[src/rtl/uart_pkg.sv]
// Shared UART definitions: frame states, default widths and the idle line level.
// Used by both the TX controller and the baud counter.
package uart_pkg;

   localparam int   UART_DATA_WIDTH = 8;
   localparam int   UART_DIV_W      = 16;
   localparam logic UART_IDLE_LEVEL = 1'b1;

   typedef enum logic [2:0] {
      ST_IDLE,
      ST_START,
      ST_DATA,
      ST_PARITY,
      ST_STOP
   } uart_state_t;

endpackage

[src/rtl/uart_tx_ctrl_if.sv]
// Producer-side handshake and serial outputs of the UART TX frame controller.
// The producer (TX holding register/FIFO) owns the master modport.
interface uart_tx_ctrl_if
   import uart_pkg::*;
#(
   parameter int DATA_WIDTH = UART_DATA_WIDTH,
   parameter int DIV_W      = UART_DIV_W
);

   logic                  data_valid;
   logic [DATA_WIDTH-1:0] parallel_data;
   logic                  parity_en;
   logic [DIV_W-1:0]      baud_div;
   logic                  tx_out;
   logic                  busy;
   logic                  data_ack;

   modport master (
      output data_valid, parallel_data, parity_en, baud_div,
      input  tx_out, busy, data_ack
   );

   modport slave (
      input  data_valid, parallel_data, parity_en, baud_div,
      output tx_out, busy, data_ack
   );

endinterface

[src/rtl/uart_baud_counter.sv]
// Bit-period counter: bit_end marks the last UCLK cycle of each bit.
// Restart forces a fresh bit period; shared with the RX path.
module uart_baud_counter
   import uart_pkg::*;
#(
   parameter int DIV_W = UART_DIV_W
) (
   input  logic             UCLK,
   input  logic             reset,
   input  logic             enable,
   input  logic             restart,
   input  logic [DIV_W-1:0] div,
   output logic             bit_end
);

   logic [DIV_W-1:0] r_cnt;

   // div is never 0 here; the owner substitutes 1 when latching
   assign bit_end = enable && (r_cnt == (div - DIV_W'(1)));

   always_ff @(posedge UCLK) begin
      if (!reset) begin
         r_cnt <= '0;
      end else if (restart || !enable || bit_end) begin
         r_cnt <= '0;
      end else begin
         r_cnt <= r_cnt + DIV_W'(1);
      end
   end

endmodule

[src/rtl/uart_tx_ctrl.sv]
// UART TX frame controller: start bit, LSB-first data, optional odd parity, one stop bit.
// All outputs are registered from the next-state values so the line has no input-to-output path.
module uart_tx_ctrl
   import uart_pkg::*;
#(
   parameter int DATA_WIDTH = UART_DATA_WIDTH,
   parameter int DIV_W      = UART_DIV_W
) (
   input  logic           UCLK,
   input  logic           reset,
   uart_tx_ctrl_if.slave  bus
);

   localparam int                CNT_W    = $clog2(DATA_WIDTH + 1);
   localparam logic [CNT_W-1:0]  LAST_BIT = CNT_W'(DATA_WIDTH - 1);

   uart_state_t           r_state,     w_state_next;
   logic [DATA_WIDTH-1:0] r_shift,     w_shift_next;
   logic [CNT_W-1:0]      r_bit_cnt,   w_bit_cnt_next;
   logic                  r_parity,    w_parity_next;
   logic                  r_parity_en, w_parity_en_next;
   logic [DIV_W-1:0]      r_div,       w_div_next;
   logic                  r_tx,        w_tx_next;
   logic                  r_busy,      w_busy_next;
   logic                  r_ack,       w_ack_next;
   logic                  w_bit_end;
   logic                  w_accept;

   uart_baud_counter #(
      .DIV_W (DIV_W)
   ) u_baud (
      .UCLK    (UCLK),
      .reset   (reset),
      .enable  (r_state != ST_IDLE),
      .restart (w_accept),
      .div     (r_div),
      .bit_end (w_bit_end)
   );

   always_comb begin
      w_state_next     = r_state;
      w_shift_next     = r_shift;
      w_bit_cnt_next   = r_bit_cnt;
      w_parity_next    = r_parity;
      w_parity_en_next = r_parity_en;
      w_div_next       = r_div;
      w_accept         = 1'b0;

      unique case (r_state)
         ST_IDLE: begin
            w_accept = bus.data_valid;
         end
         ST_START: begin
            if (w_bit_end) w_state_next = ST_DATA;
         end
         ST_DATA: begin
            if (w_bit_end) begin
               w_shift_next   = r_shift >> 1;
               w_bit_cnt_next = r_bit_cnt + CNT_W'(1);
               if (r_bit_cnt == LAST_BIT) begin
                  w_state_next = r_parity_en ? ST_PARITY : ST_STOP;
               end
            end
         end
         ST_PARITY: begin
            if (w_bit_end) w_state_next = ST_STOP;
         end
         ST_STOP: begin
            // a word waiting at the end of the stop bit chains with no idle gap
            if (w_bit_end) begin
               if (bus.data_valid) w_accept     = 1'b1;
               else                w_state_next = ST_IDLE;
            end
         end
         default: begin
            w_state_next = ST_IDLE;
         end
      endcase

      if (w_accept) begin
         w_state_next     = ST_START;
         w_shift_next     = bus.parallel_data;
         w_parity_next    = ~^bus.parallel_data;
         w_parity_en_next = bus.parity_en;
         w_div_next       = (bus.baud_div == '0) ? DIV_W'(1) : bus.baud_div;
         w_bit_cnt_next   = '0;
      end

      unique case (w_state_next)
         ST_START:  w_tx_next = 1'b0;
         ST_DATA:   w_tx_next = w_shift_next[0];
         ST_PARITY: w_tx_next = w_parity_next;
         default:   w_tx_next = UART_IDLE_LEVEL;
      endcase

      w_busy_next = (w_state_next != ST_IDLE);
      w_ack_next  = w_accept;
   end

   always_ff @(posedge UCLK) begin
      if (!reset) begin
         r_state     <= ST_IDLE;
         r_shift     <= '0;
         r_bit_cnt   <= '0;
         r_parity    <= 1'b0;
         r_parity_en <= 1'b0;
         r_div       <= DIV_W'(1);
         r_tx        <= UART_IDLE_LEVEL;
         r_busy      <= 1'b0;
         r_ack       <= 1'b0;
      end else begin
         r_state     <= w_state_next;
         r_shift     <= w_shift_next;
         r_bit_cnt   <= w_bit_cnt_next;
         r_parity    <= w_parity_next;
         r_parity_en <= w_parity_en_next;
         r_div       <= w_div_next;
         r_tx        <= w_tx_next;
         r_busy      <= w_busy_next;
         r_ack       <= w_ack_next;
      end
   end

   assign bus.tx_out   = r_tx;
   assign bus.busy     = r_busy;
   assign bus.data_ack = r_ack;

endmodule

[src/flat_wrapper.sv]
// flat-port wrapper written by rule: the top's interface ports become plain ports
module uart_tx_ctrl_flat import uart_pkg::*;
#(
   parameter int DATA_WIDTH = UART_DATA_WIDTH,
   parameter int DIV_W      = UART_DIV_W
)
  (UCLK, reset, bus_data_valid, bus_parallel_data, bus_parity_en, bus_baud_div, bus_tx_out, bus_busy, bus_data_ack);
  uart_tx_ctrl_if #(.DATA_WIDTH(DATA_WIDTH), .DIV_W(DIV_W)) bus_i ();
  input  logic UCLK;
  input  logic reset;
  input wire logic [$bits(bus_i.data_valid)-1:0] bus_data_valid;
  input wire logic [$bits(bus_i.parallel_data)-1:0] bus_parallel_data;
  input wire logic [$bits(bus_i.parity_en)-1:0] bus_parity_en;
  input wire logic [$bits(bus_i.baud_div)-1:0] bus_baud_div;
  output wire logic [$bits(bus_i.tx_out)-1:0] bus_tx_out;
  output wire logic [$bits(bus_i.busy)-1:0] bus_busy;
  output wire logic [$bits(bus_i.data_ack)-1:0] bus_data_ack;
  assign bus_i.data_valid = bus_data_valid;
  assign bus_i.parallel_data = bus_parallel_data;
  assign bus_i.parity_en = bus_parity_en;
  assign bus_i.baud_div = bus_baud_div;
  assign bus_tx_out = bus_i.tx_out;
  assign bus_busy = bus_i.busy;
  assign bus_data_ack = bus_i.data_ack;
  uart_tx_ctrl #(.DATA_WIDTH(DATA_WIDTH), .DIV_W(DIV_W)) u_core (.UCLK(UCLK), .reset(reset), .bus(bus_i));
endmodule
[config.mk]
export PLATFORM = sky130hd
export DESIGN_NAME = uart_tx_ctrl_flat
export DESIGN_NICKNAME = d
export VERILOG_FILES = /design/src/rtl/uart_pkg.sv /design/src/rtl/uart_tx_ctrl_if.sv /design/src/rtl/uart_baud_counter.sv /design/src/rtl/uart_tx_ctrl.sv /design/src/flat_wrapper.sv
export SDC_FILE = /design/constraint.sdc
export NUM_CORES = 1
export LEC_CHECK = 0
export ABC_AREA = 1
export BUFFER_PORTS_ARGS = -buffer_cell sky130_fd_sc_hd__buf_2
export CORE_MARGIN = 1
export CORE_UTILIZATION = 55
export DETAILED_ROUTE_END_ITERATION = 8
export PLACE_DENSITY = 0.76
export SETUP_SLACK_MARGIN = 0.05
export SLEW_MARGIN = 10
export SYNTH_ARGS = -nofsm -noshare
export SYNTH_HDL_FRONTEND = slang
export SYNTH_SLANG_ARGS = --single-unit
export TNS_END_PERCENT = 100
[constraint.sdc]
create_clock -name UCLK -period 2.4 [get_ports UCLK]
set_input_delay 0.24 -clock UCLK [delete_from_list [all_inputs] [get_ports UCLK]]
set_output_delay 0.24 -clock UCLK [all_outputs]
set_load 0.02 [all_outputs]
# Word-level counts from Yosys, hierarchy flattened
# Index checks and enable logic that the tools add are counted.
# Widths: inputs -> output; s select.
# totals
ff_bits	52
out_inout_bits	3
# classes
muxes	18
reduce_logical	15
addsub	3
n_eq_ne	9
n_bitwise	1
# ops
operator	count
$mux 3	8
$mux 8	3
$add 16x1->16 const B	1
$eq 16x16->1	1
$logic_not 16->1	1
$mux 16	1
$sub 16x1->16 const B	1
$pmux 3 s5	1
$eq 3x2->1 const B	4
$reduce_xnor 8->1	1
$eq 3x1->1 const B	2
$reduce_bool 3->1	2
$add 4x1->4 const B	1
$eq 4x3->1 const B	1
$reduce_and 2->1	2
$reduce_bool 2->1	2
$reduce_or 2->1	2
$eq 3x3->1 const B	1
$logic_not 3->1	1
$mux 1	3
$pmux 1 s3	1
$logic_or 1x1->1	2
$pmux 1 s2	1
$logic_and 1x1->1	1
other kinds (2)	2

# Logic depth before layout (Yosys ltp)
# Gate-level depths: netlist of run 1.
# depth
word_depth	8
ltp_mapped	20

# Cells and area by module
# Synthesis of run 1 repeated with hierarchy kept, for this count alone.
# unflattened
cells_unflattened	490
area_unflattened_um2	3268.1
# modules_own_cells
mod	cells_per_inst	instances	area_each_um2	seq_area_each_um2
uart_tx_ctrl	257	1	1794.2	720.7
uart_baud_counter	233	1	1473.9	320.3

# Worst setup path before layout of run 1
# No wires, ideal clock.
# synth_timing
kind	reg2reg
start	register u_core.r_div[0]
end	register u_core.r_tx, in the netlist u_core.bus.tx_out
slack_ns	0.262
t_arrival_ns	2.013
stages_incl_launch_ff	18
setup_ns	0.125
path_buffers	1
required_time_ns	2.275
cell_sequence	dfxtp_1 -> inv_2 -> ha_1 -> nand2_4 -> nand2_1 -> nand3_1 -> nand2_1 -> nor2_1 -> nand4_1 -> nor2_4 -> nand2_4 -> nand2_4 -> nand2_4 -> buf_4 -> nand2_1 -> nand2_1 -> nand3_1 -> nand4_1
# synth_between
elab_chain_cells	8
# synth_lines
item	line_no	rtl
start: declaration	uart_tx_ctrl.sv:22	logic [DIV_W-1:0] r_div, w_div_next;
start signal: assignment	uart_tx_ctrl.sv:117	r_div <= w_div_next;
$sub 16x1->16 (*)	uart_baud_counter.sv:19	assign bit_end = enable && (r_cnt == (div - DIV_W'(1)));
$eq 16x16->1 (*)	uart_baud_counter.sv:19	
$logic_and 1x1->1 (*)	uart_baud_counter.sv:19	
$mux 3 (tied with other cells)	uart_tx_ctrl.sv:70	if (w_bit_end) begin
$pmux 3 s5 / $pmux 1 s2 (equally long branches)	uart_tx_ctrl.sv:49	unique case (r_state)
$mux 3	uart_tx_ctrl.sv:80	if (w_accept) begin
$eq 3x2->1 / $eq 3x1->1 (equally long branches)	uart_tx_ctrl.sv:89	unique case (w_state_next)
$pmux 1 s3 (*)	uart_tx_ctrl.sv:89	
end signal: assignment	uart_tx_ctrl.sv:118	r_tx <= w_tx_next;
end: declaration	uart_tx_ctrl.sv:23	logic r_tx, w_tx_next;
# Mark *: on every way between the ends. The rest lies on a longest branch, timed or not. The select of a mux whose other input is x is not followed.
# A chain may end at the register's enable or synchronous reset.

# Worst setup path after layout of run 1
# layout_timing
start	register u_core.r_div[0]
end	register u_core.r_div[7]
# layout_between
elab_chain_cells	5
# layout_lines
item	line_no
$sub 16x1->16	uart_baud_counter.sv:19
$eq 16x16->1	uart_baud_counter.sv:19
$logic_and 1x1->1	uart_baud_counter.sv:19
$mux 1	uart_tx_ctrl.sv:70
$pmux 1 s2	uart_tx_ctrl.sv:49
# Every way passes these cells.

==> summary.md, run 1 <==
| Metric | Value |
|---|---|
| Width of the chip | `78.1 microns` |
| Routed length per placed instance | `about 13 microns` |
| DRC Markers | `0` |
| Leak pwr | `0.00175 uW` |
| Post-DR vias/cell | `around 5.3` |
| Number of antenna violations at the first check in global routing | `0` |
| Overall fraction of global-route tracks in use | `about a quarter` |
| Sort of element at the start of the critical path | `flop` |
| Clock latency on the worst-skew pair | `between 0.3 and 0.4 ns` |
| Worst rel slew slack | `between 60% and 70%` |
| Critical path class | `reg2reg` |
| Post-synthesis register bit count | `between 50 and 60` |
| Global-route wire length before repair | `12300 microns` |
| Die Footprint | `6090 sq um` |
| Highest clock rate | `roughly 440 MHz` |
| Count of hold-fix buffers inserted at cts | `0` |
| Slew @ Worst Pin | `0.459 ns` |
| Mapped Cells | `just under 500` |
| Total non-filler cell area in the finished layout | `approximately 3700 sq um` |
| Number of antenna-violating nets in the routed design | `0` |
| Half-perimeter wire length after placement | `~5700 microns` |
| Final period utilization | `around 94%` |
| Core area | `5540 sq um` |
| Leading register cell type out of synthesis | `sky130_fd_sc_hd__dfxtp_1` |
| Final critical delay including setup and external delays | `~2.2 ns` |
| Yosys synthesis warning count | `0` |
| Count of distinct cell types in the synthesized netlist | `36` |
| Worst hold slack after final layout | `~0.14 ns` |
| Crit path capture type | `flop` |
| Instance area after placement | `~3400 sq um` |
| WP buf/inv | `2` |
| CTS Buf Count | `5` |
| Final standard cell utilization of the core | `between 60% and 70%` |
| Worst path arrival time | `~2.5 ns` |
| Worst path most repeated cell | `sky130_fd_sc_hd__nand2_2` |
| Deepest level of the CTS H-tree | `2` |
| Detailed Routing Iterations Pass 1 | `7` |
| Count of buffers inserted at the top-level ports | `30` |
| P per Cell Area | `between 500 and 600 nW/um^2` |
| RSZ-0062 raised after global routing | `true` |
| Congestion Overflow GR | `0` |
| Top-level I/O count | `31` |
| Worst vdd ir | `0.000410 V` |
| Final nets | `560` |
| Peak per-stage delay on the critical path | `0.34 ns` |
| Top delay family on crit path | `simple AND/OR/NAND/NOR gates` |
| Number of global-route vias before repair | `about 2800` |
| Total nets after synthesis | `518` |
| Clk root buf | `sky130_fd_sc_hd__clkbuf_8` |
| Critical Path RT | `2.60 ns` |
| Avg Cell Area, Syn | `between 6 and 7 sq um` |
| Hold violation total from the final report | `0` |
| Final Wtd Congestion | `0.916` |
| Height of the chip | `a little under 80 microns` |
| Count of fill cells added during filler insertion | `~510` |
| Total setup violations reported at the end of the flow | `0` |
| Number of maximum-capacitance constraint violations | `0` |
| Hold/Removal Path Class | `in2reg` |
| Maximum fanout along the worst path | `13` |
| Share of synthesized area occupied by flip-flops and latches | `between 30% and 40%` |
| TritonCTS clock tree | `done` |
| Count of routing violations after the opening detailed-route iteration | `~230` |
| Effective utilization at floorplan | `57.4%` |
| Area of the mapped netlist | `roughly 3200 sq um` |
| Count of vias placed by the detailed router | `approximately 3200` |
| Number of antenna diodes | `0` |
| Pins over their slew limit | `0` |
| Post-synth ARST share | `0%` |
| CTS max path bufs | `2` |
| Placement Rows | `27` |
| Crit-path cells | `inv_2 -> ha_4 -> nand2_4 -> o21ai_4 -> nand2_1 -> nand2_2 -> nand2_2 -> nor2_4 -> nand2_2 -> nor2_4 -> nand2_4 -> nand2_4 -> nand2_8 -> nand2_2 -> inv_4 -> a22o_1` |
| Maximum number of pins on one net before global-route repair | `19` |
| Clock slew seen by the registers of the worst setup and hold paths | `0.10 ns` |
| Layout overhead on the synthesized area | `17.3%` |
| EDFF count, synth | `0` |
| Routed wire length | `approximately 7600 microns` |
| Cell with the largest stage delay on the worst path | `sky130_fd_sc_hd__dfxtp_2` |
| Run status | `complete, no violations` |
| Share of layout cells above drive strength 1 | `between 20% and 30%` |
| Clock sinks | `52` |
| Maximum clock skew at final layout | `0.0128 ns` |
## Yosys cell counts (4+ instances only)
cell	count	share of area [%]
sky130_fd_sc_hd__dfxtp_1	52	33
sky130_fd_sc_hd__nand3_1	43	6.8
sky130_fd_sc_hd__inv_1	59	7.0
sky130_fd_sc_hd__nor4_1	4	0.79
sky130_fd_sc_hd__nor2_4	7	2.5
sky130_fd_sc_hd__o21ai_1	8	1.3
sky130_fd_sc_hd__xor2_1	14	3.9
sky130_fd_sc_hd__nor2_1	52	6.1
sky130_fd_sc_hd__a31oi_1	6	1.2
sky130_fd_sc_hd__inv_2	5	0.59
sky130_fd_sc_hd__nor3b_1	6	1.4
sky130_fd_sc_hd__xnor2_1	10	2.8
sky130_fd_sc_hd__a21oi_1	7	1.1
sky130_fd_sc_hd__nor2_2	6	1.2
sky130_fd_sc_hd__nand2_2	5	0.98
sky130_fd_sc_hd__nand2_4	5	1.8
sky130_fd_sc_hd__nand2_1	152	18
sky130_fd_sc_hd__o21ai_0	5	0.79
sky130_fd_sc_hd__nor3_1	7	1.1
sky130_fd_sc_hd__nand4_1	10	2.0
## through the flow
| stage | total power [uW] | setup slack [ns] | setup TNS, ns | std cells |
|---|---|---|---|---|
| after global placement | 1500 | 0.0840 | 0 | 589 |
| after CTS | 2020 | 0.0504 | 0 | 597 |
| after global routing | 2210 | -0.0428 | -0.0948 | 602 |
| final | 2080 | 0.151 | 0 | 602 |
| after detailed placement | 1500 | -0.00228 | -0.00228 | 589 |
| after floorplan | 1370 | 0.262 | 0 | 487 |
## state kept, by name, summed over array words and instances, names as in the netlist
signal / count
u_core.bus.busy: 1
u_core.bus.data_ack: 1
u_core.bus.tx_out: 1
u_core.r_bit_cnt: 4
u_core.r_div: 16
u_core.r_parity: 1
u_core.r_parity_en: 1
u_core.r_shift: 8
u_core.r_state: 3
u_core.u_baud.r_cnt: 16
## cell families after synthesis
group | share of synthesized area (%)
buf+inv | 9.16
fa+ha+maj | 1.18
xor+xnor | 6.61
compound gates | 6.41
simple gates | 43.9
flops | 32.7
## path summary, 6_finish.rpt
path               startpoint                to  slack [ns]  cells past startpoint
max reg2reg   u_core.r_div[0]   u_core.r_div[7]        0.15                     16
min reg2reg  u_core.r_div[15]  u_core.r_div[15]        0.47                      2
max           u_core.r_div[0]   u_core.r_div[7]        0.15                     16
min          bus_baud_div[13]  u_core.r_div[13]        0.14                      3
## worst reg2reg max path, delay by kind of cell, from the launching register on
family	cells	cell delay, ns
and+or+nand+nor	11	1.08
AOI/OAI and AO/OA	2	0.39
DFF	1	0.34
buffers and inverters	2	0.15
adders and majority gates	1	0.18
## layer usage
metal | part of all wire [%] | wire (microns) | track usage [%]
met5 | 0 | 0 | 0
met4 | 0.98 | 74 | 7.41
met3 | 4.9 | 374 | 4.07
met2 | 48 | 3630 | 41.1
met1 | 46 | 3510 | 33.8
## power breakdown
part	internal [uW]	total [uW]	switching [uW]	leakage, uW
Combinational	226	616	389	0.00128
Clock	235	510	276	0.0000445
Sequential	909	949	40.6	0.000425
Total	1370	2080	706	0.00175
## cell usage in the layout, fill, tap and decap left out, types with 6 or more instances in the layout
cell,instances
sky130_fd_sc_hd__a21oi_1,6
sky130_fd_sc_hd__a31oi_1,6
sky130_fd_sc_hd__buf_2,30
sky130_fd_sc_hd__buf_4,6
sky130_fd_sc_hd__clkbuf_8,6
sky130_fd_sc_hd__dfxtp_1,48
sky130_fd_sc_hd__inv_1,58
sky130_fd_sc_hd__nand2_1,145
sky130_fd_sc_hd__nand2_2,11
sky130_fd_sc_hd__nand3_1,42
sky130_fd_sc_hd__nand4_1,10
sky130_fd_sc_hd__nor2_1,44
sky130_fd_sc_hd__nor2_2,11
sky130_fd_sc_hd__nor2_4,10
sky130_fd_sc_hd__o21ai_1,8
sky130_fd_sc_hd__xnor2_1,10
sky130_fd_sc_hd__xor2_1,13
## area by class of cell
cell class,count,area (sq um),area share (%)
clock inverters,1,7.51,0.201
inverters,67,267,7.14
flip-flops and latches,52,1050,28.0
well taps,72,90.1,2.41
clock buffers,7,86.3,2.31
repair buffers,40,262,7.01
multi-input cells,363,1970,52.9
## what timing repair did
action / CTS / global route
endpoints found under the setup margin: 20 / 35
buffers inserted: 0 / 5
pin swaps: 0 / 11
resized for setup: 4 / 37
No activity file was read; power rests on OpenSTA's default activity.
==> run 2: changes to the inputs <==
- CORE_UTILIZATION: 55 -> 35
- PLACE_DENSITY: 0.76 -> 0.53
- clock period: 2.4 -> 2.9 ns (I/O delays scaled with it)
==> run 2 against run 1 <==
  * Wire length grew 2.7%
  * Clock power up 19%
  * Critical endpoint is now u_core.r_bit_cnt[3]
  * Combinational power is 27% lower
  * Sequential share of layout area is 0.87 points higher
  * Largest cell class unchanged
  * Via count is 4.1% lower
==> summary.md, run 2 (synthesis gave the netlist of run 1 again) <==
| Metric | Value |
|---|---|
| Maximum number of pins on one net before global-route repair | `19` |
| Overall fraction of global-route tracks in use | `~18%` |
| Clock latency on the worst-skew pair | `a little over 0.3 ns` |
| FF-to-FF End | `u_core.r_bit_cnt[3]` |
| Sequential share of power | `42.5%` |
| CTS max path bufs | `2` |
| Count of fill cells added during filler insertion | `~940` |
| Most frequent standard cell in the layout excluding fill and tap cells | `sky130_fd_sc_hd__nand2_1` |
| Clock sinks | `52` |
| Width of the chip | `between 90 and 100 microns` |
| Placement Rows | `34` |
| Worst vdd ir | `roughly 0.00022 V` |
| Core area | `approximately 8800 sq um` |
| Clk root buf | `sky130_fd_sc_hd__clkbuf_8` |
| Placement Setup Slack | `between 0.4 and 0.5 ns` |
| P per Cell Area | `about 500 nW/um^2` |
| Top-level I/O count | `31` |
| Critical path origin | `u_core.r_div[0]` |
| Slew @ Worst Pin | `0.576 ns` |
| Share of layout cells above drive strength 1 | `~15%` |
| Sort of element at the start of the critical path | `flop` |
| Int Power | `around 1300 uW` |
| Total area of multi-input combinational cells | `roughly 1800 sq um` |
| Die Footprint | `around 9500 sq um` |
| Congestion Overflow GR | `0` |
| Count of vias placed by the detailed router | `3052` |
| Switching power summed over all nets | `between 500 and 600 uW` |
| Hold violation total from the final report | `0` |
| Number of global-route vias before repair | `between 2000 and 3000` |
| DRC Markers | `0` |
| Effective utilization at floorplan | `36.3%` |
| Post-layout worst setup margin | `0.453 ns` |
| Switching share of power | `roughly a third` |
| Leak pwr | `0.00170 uW` |
| Number of maximum-capacitance constraint violations | `0` |
| Maximum clock skew at final layout | `around 0.012 ns` |
| Count of routing violations after the opening detailed-route iteration | `153` |
| Height of the chip | `97.3 microns` |
| Highest-count cells in the layout ignoring fill and taps | `152 x sky130_fd_sc_hd__nand2_1, 59 x sky130_fd_sc_hd__inv_1, 52 x sky130_fd_sc_hd__nor2_1, 52 x sky130_fd_sc_hd__dfxtp_1, 43 x sky130_fd_sc_hd__nand3_1` |
| Critical Path RT | `3.14 ns` |
| Global-route wire length before repair | `13600 microns` |
| Worst rel slew slack | `about three fifths` |
| Detailed Routing Iterations Pass 1 | `4` |
| Final Wtd Congestion | `0.848` |
| Run status | `complete, no violations` |
| Routed length per placed instance | `about 12 microns` |
| Biggest registers after layout | `u_core.r_div (16), u_core.u_baud.r_cnt (16), u_core.r_shift (8)` |
| Layout overhead on the synthesized area | `13.2%` |
| Number of antenna-violating nets in the routed design | `0` |
| Pins over their slew limit | `0` |
| Crit path capture type | `flop` |
| CTS Buf Count | `5` |
| Final Total Pwr | `1840 uW` |
| Cts repair resizes | `0` |
| Post CTS Setup Buffer Count | `0` |
| Critical path class | `reg2reg` |
| Worst path arrival time | `~2.7 ns` |
| Summed negative setup slack over all endpoints | `0 ns` |
| Total area of sequential cells | `1040 sq um` |
| Hold/Removal Path Class | `in2reg` |
| RSZ-0062 raised after global routing | `false` |
| Depth of the most critical reg-to-reg path | `18` |
| Post-DR vias/cell | `between 4 and 5` |
| Routed wire length | `about 7800 microns` |
| Clock slew seen by the registers of the worst setup and hold paths | `roughly 0.10 ns` |
| Final nets | `roughly 550` |
| Number of antenna violations at the first check in global routing | `0` |
| Number of antenna diodes | `0` |
| Final critical delay including setup and external delays | `2.45 ns` |
| Comb power frac | `between 20% and 30%` |
| Count of buffers inserted at the top-level ports | `30` |
| Half-perimeter wire length after placement | `about 6200 microns` |
| Maximum fanout along the worst path | `13` |
| Reg2Reg Launch Point | `u_core.r_div[0]` |
| Total setup violations reported at the end of the flow | `0` |
| Highest clock rate | `approximately 410 MHz` |
| Final period utilization | `84.4%` |
| Deepest level of the CTS H-tree | `2` |
| Flop2flop setup slack | `approximately 0.45 ns` |
| Critical path capture point | `u_core.r_bit_cnt[3]` |
| Count of hold-fix buffers inserted at cts | `0` |
| TritonCTS clock tree | `done` |
| Share of total power in the clock network | `33.0%` |
[run 2: cell types whose count changed in the layout (fill, tap and decap cells not counted), moves of 2 or more]
cell / change
sky130_fd_sc_hd__nor2_1: +8
sky130_fd_sc_hd__nand2_1: +7
sky130_fd_sc_hd__nand2_2: -6
sky130_fd_sc_hd__nor2_2: -5
sky130_fd_sc_hd__dfxtp_1: +4
sky130_fd_sc_hd__dfxtp_2: -4
sky130_fd_sc_hd__nor2_4: -3
sky130_fd_sc_hd__buf_12: -2
sky130_fd_sc_hd__buf_4: -2
sky130_fd_sc_hd__bufinv_16: +2
sky130_fd_sc_hd__nor3_1: +2
sky130_fd_sc_hd__nor3_2: -2
[run 2: critical path, cell delays in order, from the launching register on]
cell                      delay, ns
sky130_fd_sc_hd__dfxtp_1       0.34
sky130_fd_sc_hd__inv_2         0.09
sky130_fd_sc_hd__ha_1          0.30
sky130_fd_sc_hd__nand2_4       0.11
sky130_fd_sc_hd__nor2_2        0.16
sky130_fd_sc_hd__nand2_1       0.10
sky130_fd_sc_hd__nand2_1       0.09
sky130_fd_sc_hd__nand2_2       0.08
sky130_fd_sc_hd__nand2_1       0.08
sky130_fd_sc_hd__nor2_2        0.05
sky130_fd_sc_hd__nand2_2       0.07
sky130_fd_sc_hd__nor2_4        0.04
sky130_fd_sc_hd__nand2_4       0.10
sky130_fd_sc_hd__nand2_4       0.06
sky130_fd_sc_hd__nand2_4       0.16
sky130_fd_sc_hd__nand2_1       0.13
sky130_fd_sc_hd__inv_2         0.19
sky130_fd_sc_hd__o21ai_1       0.09
sky130_fd_sc_hd__a21oi_1       0.13
[run 2: how the worst min path moves through the flow]
stage	startpoint	to	slack, ns	cells after the start
after detailed placement	u_core.r_div[15]	u_core.r_div[15]	0.46	2
after global placement	u_core.r_parity_en	u_core.r_parity_en	0.46	2
after CTS	bus_baud_div[14]	u_core.r_div[14]	0.16	3
after global routing	bus_baud_div[14]	u_core.r_div[14]	0.18	3
final	bus_baud_div[14]	u_core.r_div[14]	0.17	3
after floorplan	reset	u_core.bus.tx_out	0.38	1
[run 2: routing by layer]
layer  GRT usage [%]  vias up  wire, microns
met4            4.19        0             59
met1            25.1     1383           4030
met2            28.2       48           3500
met5               0        -              0
met3            2.37        5            204
li1                -     1616              -
[run 2: cell type report]
cell class              count  area share, %
clock inverters             3           1.91
well taps                 108           3.75
clock buffers               5           1.91
repair buffers             34           5.00
flip-flops and latches     52           28.9
multi-input cells         363           51.3
inverters                  67           7.19
[run 2: power groups by stage]
stage          Clock [uW]  Sequential, uW  Combinational [uW]
6_report              608             782                 452
5_1_grt               654             788                 519
4_1_cts               625             782                 454
3_5_place_dp            0             798                 451
3_3_place_gp            0             798                 449
2_1_floorplan           0             797                 340
[run 2: through the flow]
stage               cell area (sq um)  hold WS (ns)  cells  utilization, %
floorplan                        3180         0.384    487               -
global placement                 3460         0.456    624            39.5
detailed placement               3460         0.458    624            39.5
CTS                              3600         0.160    632            41.1
global route                     3600         0.185    632            41.1
finish                           3600         0.169    632            41.1
==> run 3: changes to the inputs <==
- clock period: 2.9 -> 2.5 ns (I/O delays scaled with it)
==> run 3 against run 2 <==
  * Cell area up 0.63%
  * Register-to-register slack worse by 0.20 ns
  * Global-route usage down 0.85 points
  * Clock power down 20%
  * Worst setup slack lost 0.20 ns
  * Non-clock buffer count is 1 higher
  * Critical path depth stayed put
  * Sequential share of layout area down 0.15 points
  * Clock skew shrank 0.0021 ns
  * Critical endpoint is now u_core.r_div[1]
  * Largest power group unchanged
==> summary.md, run 3 (synthesis gave the netlist of run 1 again) <==
| Metric | Value |
|---|---|
| RSZ-0062 raised after global routing | `false` |
| Number of global-route vias before repair | `around 2800` |
| Layout overhead on the synthesized area | `13.9%` |
| TritonCTS clock tree | `done` |
| Count of fill cells added during filler insertion | `947` |
| Effective utilization at floorplan | `between 30 and 40%` |
| Worst vdd ir | `0.000252 V` |
| Count of vias placed by the detailed router | `roughly 3000` |
| Maximum fanout along the worst path | `18` |
| Maximum clock skew at final layout | `between 0.009 and 0.01 ns` |
| Routed wire length | `7530 microns` |
| Slew @ Worst Pin | `between 0.5 and 0.6 ns` |
| Share of layout cells above drive strength 1 | `about 17%` |
| Highest-count cells in the layout ignoring fill and taps | `151 x sky130_fd_sc_hd__nand2_1, 58 x sky130_fd_sc_hd__inv_1, 51 x sky130_fd_sc_hd__dfxtp_1` |
| Final Total Pwr | `approximately 1900 uW` |
| Number of antenna diodes | `0` |
| Reg2Reg Launch Point | `u_core.r_div[0]` |
| Count of buffers inserted at the top-level ports | `30` |
| Total area of sequential cells | `1040 sq um` |
| Flop2flop setup slack | `0.25 ns` |
| Deepest level of the CTS H-tree | `2` |
| DRC Markers | `0` |
| Hold violation total from the final report | `0` |
| Depth of the most critical reg-to-reg path | `18` |
| Worst Hold End | `u_core.r_div[14]` |
| Count of routing violations after the opening detailed-route iteration | `~150` |
| Number of maximum-capacitance constraint violations | `0` |
| Total area of multi-input combinational cells | `between 1500 and 2000 sq um` |
| Pins over their slew limit | `0` |
| Critical Path RT | `roughly 2.7 ns` |
| Sort of element at the start of the critical path | `flop` |
| Run status | `complete, no violations` |
| Post-DR vias/cell | `roughly 4.7` |
| Number of cells on the worst hold path | `3` |
| Maximum number of pins on one net before global-route repair | `19` |
| Critical path class | `reg2reg` |
| Top-level I/O count | `31` |
| Width of the chip | `between 90 and 100 microns` |
| Clock latency on the worst-skew pair | `roughly 0.31 ns` |
| Number of antenna violations at the first check in global routing | `0` |
| Total setup violations reported at the end of the flow | `0` |
| Total non-filler cell area in the finished layout | `3620 sq um` |
| Placement Rows | `34` |
| Worst path arrival time | `roughly 2.5 ns` |
| Leak pwr | `between 0.0015 and 0.002 uW` |
| Crit path capture type | `flop` |
| Worst min-delay path startpoint | `bus_baud_div[14]` |
| FF-to-FF End | `u_core.r_div[1]` |
| Peak per-stage delay on the critical path | `about 0.34 ns` |
| Cell depth of the worst setup path | `18` |
| Final period utilization | `between 80% and 90%` |
| Die Footprint | `between 9000 and 10000 sq um` |
| P per Cell Area | `535 nW/um^2` |
| Count of hold-fix buffers inserted at cts | `0` |
| Final critical delay including setup and external delays | `about 2.2 ns` |
| Overall fraction of global-route tracks in use | `around 17%` |
| Half-perimeter wire length after placement | `around 6000 microns` |
| CTS Buf Count | `5` |
| Core area | `roughly 8800 sq um` |
| Top delay family on crit path | `simple AND/OR/NAND/NOR gates` |
| Height of the chip | `97.3 microns` |
| Most frequent standard cell in the layout excluding fill and tap cells | `sky130_fd_sc_hd__nand2_1` |
| Cell with the largest stage delay on the worst path | `sky130_fd_sc_hd__dfxtp_2` |
| Hold/Removal Path Class | `in2reg` |
| Summed negative setup slack over all endpoints | `0 ns` |
| Number of antenna-violating nets in the routed design | `0` |
| CTS max path bufs | `2` |
| Worst rel slew slack | `between 60% and 70%` |
| Instance area after placement | `3480 sq um` |
| Final nets | `around 560` |
| Crit-path cells | `inv_2 -> ha_4 -> nand2_4 -> nand2_1 -> nand2_1 -> nand2_1 -> nand2_1 -> nor2_2 -> nand4_1 -> nor2_4 -> nand2_4 -> nand2_4 -> nand2_4 -> inv_6 -> nand2_4 -> inv_8 -> nand2_1 -> o21ai_0` |
| Detailed Routing Iterations Pass 1 | `4` |
| Global-route wire length before repair | `around 13000 microns` |
| Clock sinks | `52` |
| Congestion Overflow GR | `0` |
| Biggest registers after layout | `u_core.r_div (16), u_core.u_baud.r_cnt (16), u_core.r_shift (8)` |
| Routed length per placed instance | `~12 microns` |
| WP buf/inv | `3` |
| Final Wtd Congestion | `between 0.8 and 0.9` |
| Clk root buf | `sky130_fd_sc_hd__clkbuf_8` |
| Clock slew seen by the registers of the worst setup and hold paths | `~0.1 ns` |
| Highest clock rate | `~440 MHz` |
==> run 3: power by group <==
group | internal (uW) | switching [uW]
Combinational | 198 | 349
Clock | 200 | 284
Sequential | 871 | 36.4
Total | 1270 | 670
==> run 3: per-layer routing <==
metal	GRT usage, %	vias to the layer above	part of all wire [%]
li1	-	1622	-
met3	2.45	7	2.5
met5	0	-	0
met2	26.3	40	43
met4	4.07	0	1.5
met1	24.2	1323	53
==> run 3: area by class of cell <==
cell class | count | share of cell area (%)
clock buffer | 6 | 2.00
clock inverter | 2 | 0.449
inverter | 67 | 7.28
multi-input combinational | 363 | 52.2
sequential | 52 | 28.8
tap | 108 | 3.73
timing repair buffer | 35 | 5.63
==> run 3: worst max path at each step <==
stage | startpoint | endpoint | slack [ns]
after global placement | u_core.r_div[0] | u_core.bus.busy | 0.12
final | u_core.r_div[0] | u_core.r_div[1] | 0.25
after floorplan | u_core.r_div[0] | u_core.bus.tx_out | 0.36
after detailed placement | u_core.r_div[0] | u_core.r_div[1] | 0.06
after global routing | u_core.r_div[0] | u_core.bus.busy | 0.03
after CTS | u_core.r_div[0] | u_core.r_div[1] | 0.06
==> run 3: through the flow <==
stage	cells	util, %	hold WS [ns]	setup slack [ns]
2_1_floorplan	487	-	0.344	0.362
3_5_place_dp	624	39.7	0.457	0.0612
4_1_cts	632	40.7	0.132	0.0628
6_report	633	41.4	0.139	0.253
3_3_place_gp	624	39.7	0.452	0.117
5_1_grt	633	41.4	0.142	0.0282
==> run 3: worst reg2reg max path, stage by stage (launching register included) <==
cell and delay [ns]:
sky130_fd_sc_hd__dfxtp_2 0.34, sky130_fd_sc_hd__inv_2 0.10, sky130_fd_sc_hd__ha_4 0.18, sky130_fd_sc_hd__nand2_4 0.08
sky130_fd_sc_hd__nand2_1 0.09, sky130_fd_sc_hd__nand2_1 0.07, sky130_fd_sc_hd__nand2_1 0.10, sky130_fd_sc_hd__nand2_1 0.07
sky130_fd_sc_hd__nor2_2 0.10, sky130_fd_sc_hd__nand4_1 0.14, sky130_fd_sc_hd__nor2_4 0.16, sky130_fd_sc_hd__nand2_4 0.09
sky130_fd_sc_hd__nand2_4 0.08, sky130_fd_sc_hd__nand2_4 0.12, sky130_fd_sc_hd__inv_6 0.13, sky130_fd_sc_hd__nand2_4 0.07
sky130_fd_sc_hd__inv_8 0.11, sky130_fd_sc_hd__nand2_1 0.07, sky130_fd_sc_hd__o21ai_0 0.07
==> run 3: repair_timing <==
item	CTS	global route
gates resized for setup	1	13
setup buffers	0	1
setup endpoints to repair	5	25
pin swaps	0	2
